$ cat src/rtl/debounce_fsm.sv
// debounce_fsm: synchronise a bouncing switch and qualify level changes over STABLE_CYCLES+1 samples
module debounce_fsm #(
    parameter int SYNC_STAGES   = 2,
    parameter int STABLE_CYCLES = 4
) (
    input  logic clk,
    input  logic reset,
    input  logic sw,
    output logic db_level,
    output logic db_rise_tick,
    output logic db_fall_tick,
    output logic busy
);
    localparam int CNT_W = $clog2(STABLE_CYCLES + 1);
    localparam logic [CNT_W-1:0] CNT_LOAD = CNT_W'(STABLE_CYCLES - 1);

    typedef enum logic [1:0] {ZERO, WAIT1, ONE, WAIT0} state_t;

    state_t                 state, state_nx;
    logic [CNT_W-1:0]       cnt, cnt_nx;
    logic [SYNC_STAGES-1:0] sync;
    logic                   sw_s;

    assign sw_s = sync[SYNC_STAGES-1];

    always_ff @(posedge clk or posedge reset)
        if (reset) sync <= '0;
        else       sync <= {sync[SYNC_STAGES-2:0], sw};

    always_ff @(posedge clk or posedge reset)
        if (reset) begin
            state        <= ZERO;
            cnt          <= '0;
            db_rise_tick <= 1'b0;
            db_fall_tick <= 1'b0;
        end else begin
            state        <= state_nx;
            cnt          <= cnt_nx;
            db_rise_tick <= (state == WAIT1) && (state_nx == ONE);
            db_fall_tick <= (state == WAIT0) && (state_nx == ZERO);
        end

    // A disagreeing sample during qualification drops straight back to the prior level.
    always_comb begin
        state_nx = state;
        cnt_nx   = cnt;
        case (state)
            ZERO:  if (sw_s) begin
                       state_nx = WAIT1;
                       cnt_nx   = CNT_LOAD;
                   end
            WAIT1: if (!sw_s)          state_nx = ZERO;
                   else if (cnt == '0) state_nx = ONE;
                   else                cnt_nx   = cnt - CNT_W'(1);
            ONE:   if (!sw_s) begin
                       state_nx = WAIT0;
                       cnt_nx   = CNT_LOAD;
                   end
            WAIT0: if (sw_s)           state_nx = ONE;
                   else if (cnt == '0) state_nx = ZERO;
                   else                cnt_nx   = cnt - CNT_W'(1);
            default:                   state_nx = ZERO;
        endcase
    end

    assign db_level = (state == ONE) || (state == WAIT0);
    assign busy     = (state == WAIT1) || (state == WAIT0);
endmodule

$ cat config.mk
export PLATFORM = sky130hd
export DESIGN_NAME = debounce_fsm
export DESIGN_NICKNAME = d
export VERILOG_FILES = /design/src/rtl/debounce_fsm.sv
export SDC_FILE = /design/constraint.sdc
export NUM_CORES = 1
export LEC_CHECK = 0
export ABC_AREA = 1
export ABC_CLOCK_PERIOD_IN_PS = 1600
export CORE_AREA = 3 3 40 42
export DETAILED_ROUTE_END_ITERATION = 16
export DIE_AREA = 0 0 43 45
export GPL_ROUTABILITY_DRIVEN = 0
export GPL_TIMING_DRIVEN = 0
export PLACE_DENSITY = 0.53
export SETUP_SLACK_MARGIN = 0.15
export SLEW_MARGIN = 20
export SYNTH_ARGS = -nofsm -noshare
export SYNTH_HDL_FRONTEND = slang
export SYNTH_SLANG_ARGS = --single-unit
$ cat constraint.sdc
create_clock -name clk -period 1.6 [get_ports clk]
set_clock_uncertainty 0.05 [all_clocks]
set_input_delay 0.16 -clock clk [delete_from_list [all_inputs] [get_ports clk]]
set_output_delay 0.16 -clock clk [all_outputs]
set_load 0.02 [all_outputs]
==> results.json, run 1 <==
{
  "status": "complete, no violations",
  "synth_area_um2": 409,
  "slew_headroom_pct": 77.0,
  "start_kind": "flop",
  "track_usage_pct": 8.01,
  "crit_path_max_fanout": 1,
  "rows": 13,
  "wl_per_cell_um": 8.25,
  "worstHoldPathType": "in -> async",
  "setup_viol": 0,
  "postRouteAntennaNets": 0,
  "start_util_pct": 31.8,
  "h-tree-depth": 1,
  "clock_latency_ns": 0.25,
  "finalPower_w": 0.000926,
  "grt_overflow": 0,
  "drv_slew": 0,
  "layout-drive-gt1-share_pct": 14.3,
  "die_x_um": 43,
  "post-cts-setup-buffers": 0,
  "p_per_area_nw_per_um2": 1800,
  "grt_pass1_wl_um": 1030,
  "ys_seq_area_share_pct": 55.0,
  "max_stage_delay_ns": 0.59,
  "final_cells": 71,
  "min_period_over_period_pct": 85.7,
  "cp_slowest_cell": "clkdlybuf4s50_1",
  "clockRootBuffer": "clkbuf_4",
  "dp_hpwl_um": 460,
  "ys_seq_elements": 9,
  "port_buffers": 6,
  "cts_tree": "done",
  "placed_cells": 67,
  "preCtsSetupSlack_ns": 0.262,
  "grt_max_degree": 10,
  "cp-end-kind": "output pin",
  "drc": 0,
  "crit_chain": "clkdlybuf4s50_1",
  "ir_worst_vdd_uv": 703,
  "cp.arrival_ns": 1.16,
  "cts_max_path_buffers": 2,
  "clk_pin_slew_ns": 0.06,
  "period_needed_ns": 1.37,
  "fin_util_pct": 39.9,
  "clock-sinks": 9,
  "cap_violations": 0,
  "nets": 62,
  "leakagePower_nw": 0.269,
  "die_y_um": 45,
  "numCtsBuffers": 3,
  "coreArea_um2": 1280,
  "rsz0062_at_grt": "no",
  "drtIter0Drc": 4,
  "setup_slack_ns": 0.228,
  "routed_wirelength_um": 586,
  "synth_area_per_cell_um2": 8.89,
  "fp.dieArea_um2": 1940,
  "antenna_found_initial": 0,
  "yosys_warnings": 0,
  "hold_viol": 0,
  "tns_ns": 0,
  "cp.required_ns": 1.39,
  "synth_fp_nets": 51,
  "synth_cell_type_count": 13,
  "postCtsHoldBufs": 0,
  "worst_pin_slew_ns": 0.345,
  "fmax_mhz": 729,
  "path_class": "reg -> out",
  "path_delay_family": "buffers and inverters",
  "dr_total_vias": 297,
  "route.detailed.vias_per_inst": 4.18,
  "crit_buf_inv": 1,
  "syn_to_final_growth_pct": 25.4,
  "diodes": 0,
  "cts_resized": 3,
  "synth_cells": 46,
  "first_global_vias": 261,
  "pin_count": 7,
  "firstDrtPassIters": 4
}
-- worst paths after layout --
check                                        from                endpoint  slack (ns)  depth (start not counted)
min in group clk                               sw       sync[0]$_DFF_PP0_        0.30                          1
max reg2reg                    cnt[0]$_DFFE_PP0P_      cnt[0]$_DFFE_PP0P_        0.39                          7
min reg2reg                     sync[0]$_DFF_PP0_       sync[1]$_DFF_PP0_        0.30                          0
max in group asynchronous                   reset      state[0]$_DFF_PP0_        1.12                          2
max                        db_rise_tick$_DFF_PP0_            db_rise_tick        0.23                          1
min                                         reset  db_fall_tick$_DFF_PP0_        0.11                          2
-- routing by layer --
layer	global-route usage (%)	routed length, um	vias to the layer above
met1	8.00	263	130
met5	0	0	-
met3	5.98	41	2
met2	11.7	272	9
met4	5.42	9	0
li1	-	-	156
-- layout by cell type (no fill, tap or decap), drive strengths merged --
cell	instances
a21oi	1
nand2	18
o21ai	1
nor3	1
dfrtp	9
dlygate4sd2	2
nand3	1
clkdlybuf4s50	4
inv	10
nor2	1
clkbuf	6
ha	2
-- synthesized netlist by cell type --
| master | instances | area share, % |
|---|---|---|
| clkbuf_1 | 2 | 1.8 |
| ha_1 | 2 | 6.1 |
| inv_1 | 8 | 7.3 |
| o21ai_1 | 1 | 1.2 |
| inv_2 | 1 | 0.92 |
| nand2_1 | 17 | 16 |
| nand3_4 | 1 | 4.3 |
| nand2_4 | 1 | 2.8 |
| dfrtp_1 | 9 | 55 |
| a21oi_1 | 1 | 1.2 |
| nor2_1 | 1 | 0.92 |
| inv_4 | 1 | 1.5 |
| nor3_1 | 1 | 1.2 |
-- final cells by class --
class | count | area [um^2]
clock buffers | 4 | 26.3
repair buffers | 6 | 57.6
multi-input cells | 25 | 136
well taps | 15 | 18.8
plain buffers | 2 | 7.51
flip-flops and latches | 9 | 226
fillers | 129 | 772
inverters | 10 | 40.0
-- state kept, by name (all words and copies together) (netlist names) --
name and cells:
cnt 3, db_fall_tick 1, db_rise_tick 1, state 2
sync 2
-- cell families (layout without fill, tap and decap cells) --
logic type                 after synthesis  count (layout)  share of synthesized area (%)
and+or+nand+nor                         21              21                           24.8
DFF                                      9               9                           55.0
adders and majority gates                2               2                           6.12
buffers and inverters                   12              22                           11.6
AOI/OAI and AO/OA                        2               2                           2.44
-- where the power goes --
part / switching [W] / total (W) / internal [W] / leakage [nW]
logic: 0.000242 / 0.000397 / 0.000155 / 0.144
clock network: 0.0000717 / 0.000167 / 0.0000956 / 0.0150
registers: 0.0000585 / 0.000361 / 0.000303 / 0.110
total: 0.000372 / 0.000926 / 0.000553 / 0.269
-- metrics by stage --
stage          area, um^2  hold WS (ns)
2_1_floorplan         409       -0.0621
3_3_place_gp          488         0.283
3_5_place_dp          488         0.293
4_1_cts               513         0.117
5_1_grt               513         0.149
6_report              513         0.111
No activity file was read; power rests on OpenSTA's default activity.
==> inputs of run 2 (changes only) <==
--- a/config.mk
+++ b/config.mk
@@ -16,3 +16,2 @@
 export SETUP_SLACK_MARGIN = 0.15
-export SLEW_MARGIN = 20
 export SYNTH_ARGS = -nofsm -noshare
==> constraint.sdc (replaced) <==
create_clock -name clk -period 1.6 [get_ports clk]
set_clock_uncertainty 0.05 [all_clocks]
set_input_delay 0.32 -clock clk [delete_from_list [all_inputs] [get_ports clk]]
set_output_delay 0.32 -clock clk [all_outputs]
set_load 0.02 [all_outputs]
==> run 2 against run 1 <==
Sequential share of layout area increased by 0.88 points. Highest routed layer unchanged. First-iteration DRC count unchanged. Total power decreased by 1.1%. Global-route usage unchanged. Hold slack improved by 0.16 ns. Flip-flop and latch count unchanged. Clock power about the same. Sequential power about the same. Largest power group unchanged.
==> results.json, run 2 (synthesized netlist as in run 1, its figures left out) <==
{
  "syn_to_final_growth_pct": 22.9,
  "tns_ns": 0,
  "cp.required_ns": 1.23,
  "largest_reg_flops": 3,
  "r2r_slack_ns": 0.39,
  "grt_overflow": 0,
  "fmax_mhz": 764,
  "grt_max_degree": 10,
  "period_needed_ns": 1.31,
  "clock-sinks": 9,
  "final_cell_mix": "nand2_1 (17), inv_1 (8), dfrtp_1 (8), clkbuf_1 (3), clkbuf_4 (3)",
  "clockRootBuffer": "clkbuf_4",
  "postLayoutCellArea_um2": 503,
  "cp_slowest_cell": "dfrtp_2",
  "path_class": "reg -> out",
  "postRouteAntennaNets": 0,
  "regArea_um2": 226,
  "timing.rr.end": "cnt[0]$_DFFE_PP0P_",
  "top_register": "cnt",
  "first_global_vias": 261,
  "hold_viol": 0,
  "die_y_um": 45,
  "placed_cell_area_um2": 488,
  "dr_total_vias": 297,
  "crit_path_max_fanout": 5,
  "ir_worst_vdd_uv": 702,
  "route.detailed.vias_per_inst": 4.18,
  "antenna_found_initial": 0,
  "crit_buf_inv": 2,
  "drc": 0,
  "setup_viol": 0,
  "cap_violations": 0,
  "r2r_cells": 7,
  "numCtsBuffers": 3,
  "postCtsHoldBufs": 0,
  "drv_slew": 0,
  "hold_ws_ns": 0.271,
  "leakagePower_nw": 0.276,
  "reg_top3": "cnt: 3 flops, state: 2 flops, sync: 2 flops",
  "drtIter0Drc": 4,
  "rows": 13,
  "fp.dieArea_um2": 1940,
  "wl_per_cell_um": 8.27,
  "routed_wirelength_um": 587,
  "min_period_over_period_pct": 81.8,
  "diodes": 0,
  "port_buffers": 6,
  "pin_count": 7,
  "clock_latency_ns": 0.25,
  "firstDrtPassIters": 4,
  "clk_pin_slew_ns": 0.06,
  "cp-end-kind": "output pin",
  "final_common_cell": "nand2_1",
  "nets": 62,
  "multi_input_area_um2": 136,
  "start_kind": "flop",
  "coreArea_um2": 1280,
  "p_per_area_nw_per_um2": 1820,
  "path_delay_family": "flip-flops",
  "layout-drive-gt1-share_pct": 17.9,
  "slew_headroom_pct": 77.0,
  "crit_cells": 2,
  "crit_chain": "clkbuf_1 > clkbuf_2",
  "reg2reg_from": "cnt[0]$_DFFE_PP0P_",
  "rsz0062_at_grt": "no",
  "start_util_pct": 31.8,
  "worst_pin_slew_ns": 0.345,
  "h-tree-depth": 1,
  "nFillCells": 126,
  "dp_hpwl_um": 460,
  "cts_max_path_buffers": 2,
  "cp.arrival_ns": 0.94,
  "grt_pass1_wl_um": 1030,
  "status": "complete, no violations",
  "cts_tree": "done",
  "worstHoldPathType": "in -> async",
  "die_x_um": 43,
  "track_usage_pct": 8.01,
  "max_stage_delay_ns": 0.44
}
-- run 2: layer usage --
metal | global-route usage [%] | wire (um)
met1 | 8.00 | 261
met2 | 11.7 | 273
met3 | 5.98 | 42
met4 | 5.42 | 9
met5 | 0 | 0
-- run 2: worst max path at each step --
| stage | startpoint | to | slack (ns) |
|---|---|---|---|
| 6_report | state[0]$_DFF_PP0_ | busy | 0.29 |
| 2_1_floorplan | cnt[0]$_DFFE_PP0P_ | cnt[1]$_DFFE_PP0P_ | 0.49 |
| 5_1_grt | state[0]$_DFF_PP0_ | busy | 0.25 |
| 4_1_cts | state[0]$_DFF_PP0_ | busy | 0.11 |
| 3_3_place_gp | state[0]$_DFF_PP0_ | busy | 0.09 |
| 3_5_place_dp | state[0]$_DFF_PP0_ | busy | 0.10 |
-- run 2: area by class of cell --
cell class,count,share of cell area (%)
buffer,2,1.49
multi-input combinational,25,27.1
inverter,10,7.96
clock buffer,4,5.22
timing repair buffer,6,9.45
sequential,9,45.0
tap,15,3.73
-- run 2: timing repair --
item / 4_1_cts / 5_1_grt
resized for setup: 5 / 4
buffers inserted: 0 / 0
setup endpoints to repair: 4 / 2
-- run 2: where the power goes --
| part | internal [W] | switching (W) | total, W |
|---|---|---|---|
| logic | 0.000145 | 0.000243 | 0.000387 |
| registers | 0.000303 | 0.0000583 | 0.000361 |
| clock network | 0.0000956 | 0.0000717 | 0.000167 |
| total | 0.000543 | 0.000373 | 0.000916 |
-- run 2: metrics by stage --
stage / util, % / cells / power, W / setup WS, ns
floorplan: - / 46 / 0.000661 / 0.491
global placement: 38.0 / 67 / 0.000770 / 0.0875
detailed placement: 38.0 / 67 / 0.000786 / 0.102
CTS: 39.7 / 71 / 0.000940 / 0.112
global route: 39.1 / 71 / 0.00101 / 0.247
finish: 39.1 / 71 / 0.000916 / 0.291
-- run 2: worst register-to-register path, delay by kind of cell (launching register included) --
| family | cells | cell delay [ns] |
|---|---|---|
| DFF | 1 | 0.39 |
| and+or+nand+nor | 4 | 0.33 |
| adders and majority gates | 1 | 0.21 |
| buffers and inverters | 2 | 0.14 |
==> inputs of run 3 (changes only) <==
ABC_CLOCK_PERIOD_IN_PS = 1250   (was 1600)
clock period = 1.25 ns   (was 1.6 ns; I/O delays follow)
==> run 3 against run 2 <==
Cell area grew 16%. Hold slack lost 0.074 ns. Critical endpoint unchanged. Largest cell class unchanged. Core utilization is 6.4 points higher. Via count up 1.7%. Total power increased by 58%. Clock power increased by 29%. Setup slack worse by 0.22 ns. Sequential share of layout area fell by 6.3 points. Wire length increased by 14%. Final cell count increased by 5.6%.
==> results.json, run 3 (synthesized netlist as in run 1, its figures left out) <==
{
  "status": "complete, no violations",
  "placed_cells": 67,
  "firstDrtPassIters": 4,
  "setup_viol": 0,
  "clk_pin_slew_ns": 0.06,
  "min_period_over_period_pct": 94.6,
  "p_per_area_nw_per_um2": 2470,
  "reg2reg_from": "cnt[0]$_DFFE_PP0P_",
  "r2r_slack_ns": 0.13,
  "postCtsHoldBufs": 0,
  "start_kind": "flop",
  "max_stage_delay_ns": 0.41,
  "rows": 13,
  "intPower_w": 0.000866,
  "dr_total_vias": 302,
  "syn_to_final_growth_pct": 43.1,
  "reg_top3": "cnt: 3 flops, state: 2 flops, sync: 2 flops",
  "h-tree-depth": 1,
  "drc": 0,
  "dp_hpwl_um": 414,
  "clock_latency_ns": 0.25,
  "timing.rr.end": "cnt[0]$_DFFE_PP0P_",
  "grt_overflow": 0,
  "die_x_um": 43,
  "crit_chain": "clkbuf_1 > buf_6",
  "rsz0062_at_grt": "yes",
  "p_switching_w": 0.000583,
  "wl_per_cell_um": 8.89,
  "routed_wirelength_um": 667,
  "first_global_vias": 292,
  "worstHoldPathType": "in -> async",
  "coreArea_um2": 1280,
  "cap_violations": 0,
  "start_util_pct": 31.8,
  "final_cell_mix": "nand2_1 (11), dfrtp_1 (8), inv_1 (6), nand2_2 (6)",
  "top_register": "cnt",
  "r2r_cells": 7,
  "final_cells": 75,
  "hold_viol": 0,
  "cp.arrival_ns": 0.88,
  "fp.dieArea_um2": 1940,
  "numCtsBuffers": 3,
  "clockRootBuffer": "clkbuf_4",
  "period_needed_ns": 1.18,
  "nets": 66,
  "pwr-share-clk_pct": 14.9,
  "setup.worst_path.end": "busy",
  "ir_worst_vdd_uv": 1270,
  "worst_pin_slew_ns": 0.335,
  "grt_max_degree": 10,
  "track_usage_pct": 9.28,
  "postLayoutCellArea_um2": 586,
  "placed_cell_area_um2": 490,
  "switching_share_pct": 40.3,
  "power_frac_comb_pct": 54.4,
  "port_buffers": 6,
  "postRouteAntennaNets": 0,
  "slew_headroom_pct": 77.6,
  "leakagePower_nw": 0.295,
  "power_frac_seq_pct": 30.7,
  "crit_start": "state[0]$_DFF_PP0_",
  "cts_max_path_buffers": 2,
  "pin_count": 7,
  "grt_pass1_wl_um": 1200,
  "cp-end-kind": "output pin",
  "route.detailed.vias_per_inst": 4.03,
  "finalPower_w": 0.00145,
  "final_common_cell": "nand2_1",
  "antenna_found_initial": 0,
  "layout-drive-gt1-share_pct": 45.0,
  "cp.required_ns": 0.95,
  "clock-sinks": 9,
  "diodes": 0,
  "drv_slew": 0,
  "crit_path_max_fanout": 2,
  "drtIter0Drc": 5,
  "largest_reg_flops": 3,
  "path_class": "reg -> out",
  "cts_tree": "done",
  "cp_slowest_cell": "dfrtp_2",
  "fmax_mhz": 846,
  "die_y_um": 45
}
[run 3: how the worst min path moves through the flow]
stage / cells past startpoint / slack (ns) / endpoint
6_report: 2 / 0.20 / db_fall_tick$_DFF_PP0_
5_1_grt: 2 / 0.22 / cnt[2]$_DFFE_PP0P_
4_1_cts: 2 / 0.20 / cnt[2]$_DFFE_PP0P_
3_5_place_dp: 0 / 0.29 / sync[1]$_DFF_PP0_
3_3_place_gp: 0 / 0.28 / sync[1]$_DFF_PP0_
2_1_floorplan: 1 / 0.03 / cnt[0]$_DFFE_PP0P_
[run 3: power by group through the flow]
stage	Sequential [W]	Clock, W	Combinational, W
3_3_place_gp	0.000467	0	0.000526
2_1_floorplan	0.000459	0	0.000394
5_1_grt	0.000457	0.000244	0.000888
6_report	0.000444	0.000216	0.000789
4_1_cts	0.000443	0.000227	0.000628
3_5_place_dp	0.000467	0	0.000533
[run 3: metal layers]
| metal | share of wire (%) | global-route usage, % | vias to the layer above |
|---|---|---|---|
| met5 | 0 | 0 | - |
| met4 | 1.2 | 3.61 | 0 |
| met3 | 7.2 | 7.17 | 2 |
| met2 | 52 | 13.8 | 8 |
| met1 | 39 | 10.0 | 132 |
| li1 | - | - | 160 |
[run 3: repair_timing]
action | CTS | global route
buffers inserted | 3 | 1
resized for setup | 20 | 16
pin swaps | 3 | 4
endpoints found under the hold margin | 0 | 0
setup endpoints to repair | 8 | 8
[run 3: cell type report]
class,count,area (um^2)
repair buffers,10,95.1
multi-input cells,25,171
well taps,15,18.8
fillers,121,699
plain buffers,2,7.51
inverters,10,40.0
clock buffers,4,26.3
flip-flops and latches,9,226
[run 3: per-stage QoR]
stage	setup TNS, ns	utilization, %	worst slack (ns)	hold slack, ns
after CTS	0	41.3	0.0456	0.198
after floorplan	0	-	0.154	0.0279
final	0	45.6	0.0674	0.197
after global routing	0	45.6	0.0198	0.221
after global placement	-0.284	38.2	-0.192	0.284
after detailed placement	-0.284	38.2	-0.182	0.287
[run 3: critical path, delay by kind of cell (launching register included)]
| kind | cells | cell delay (ns) |
|---|---|---|
| buffers and inverters | 2 | 0.22 |
| DFF | 1 | 0.41 |
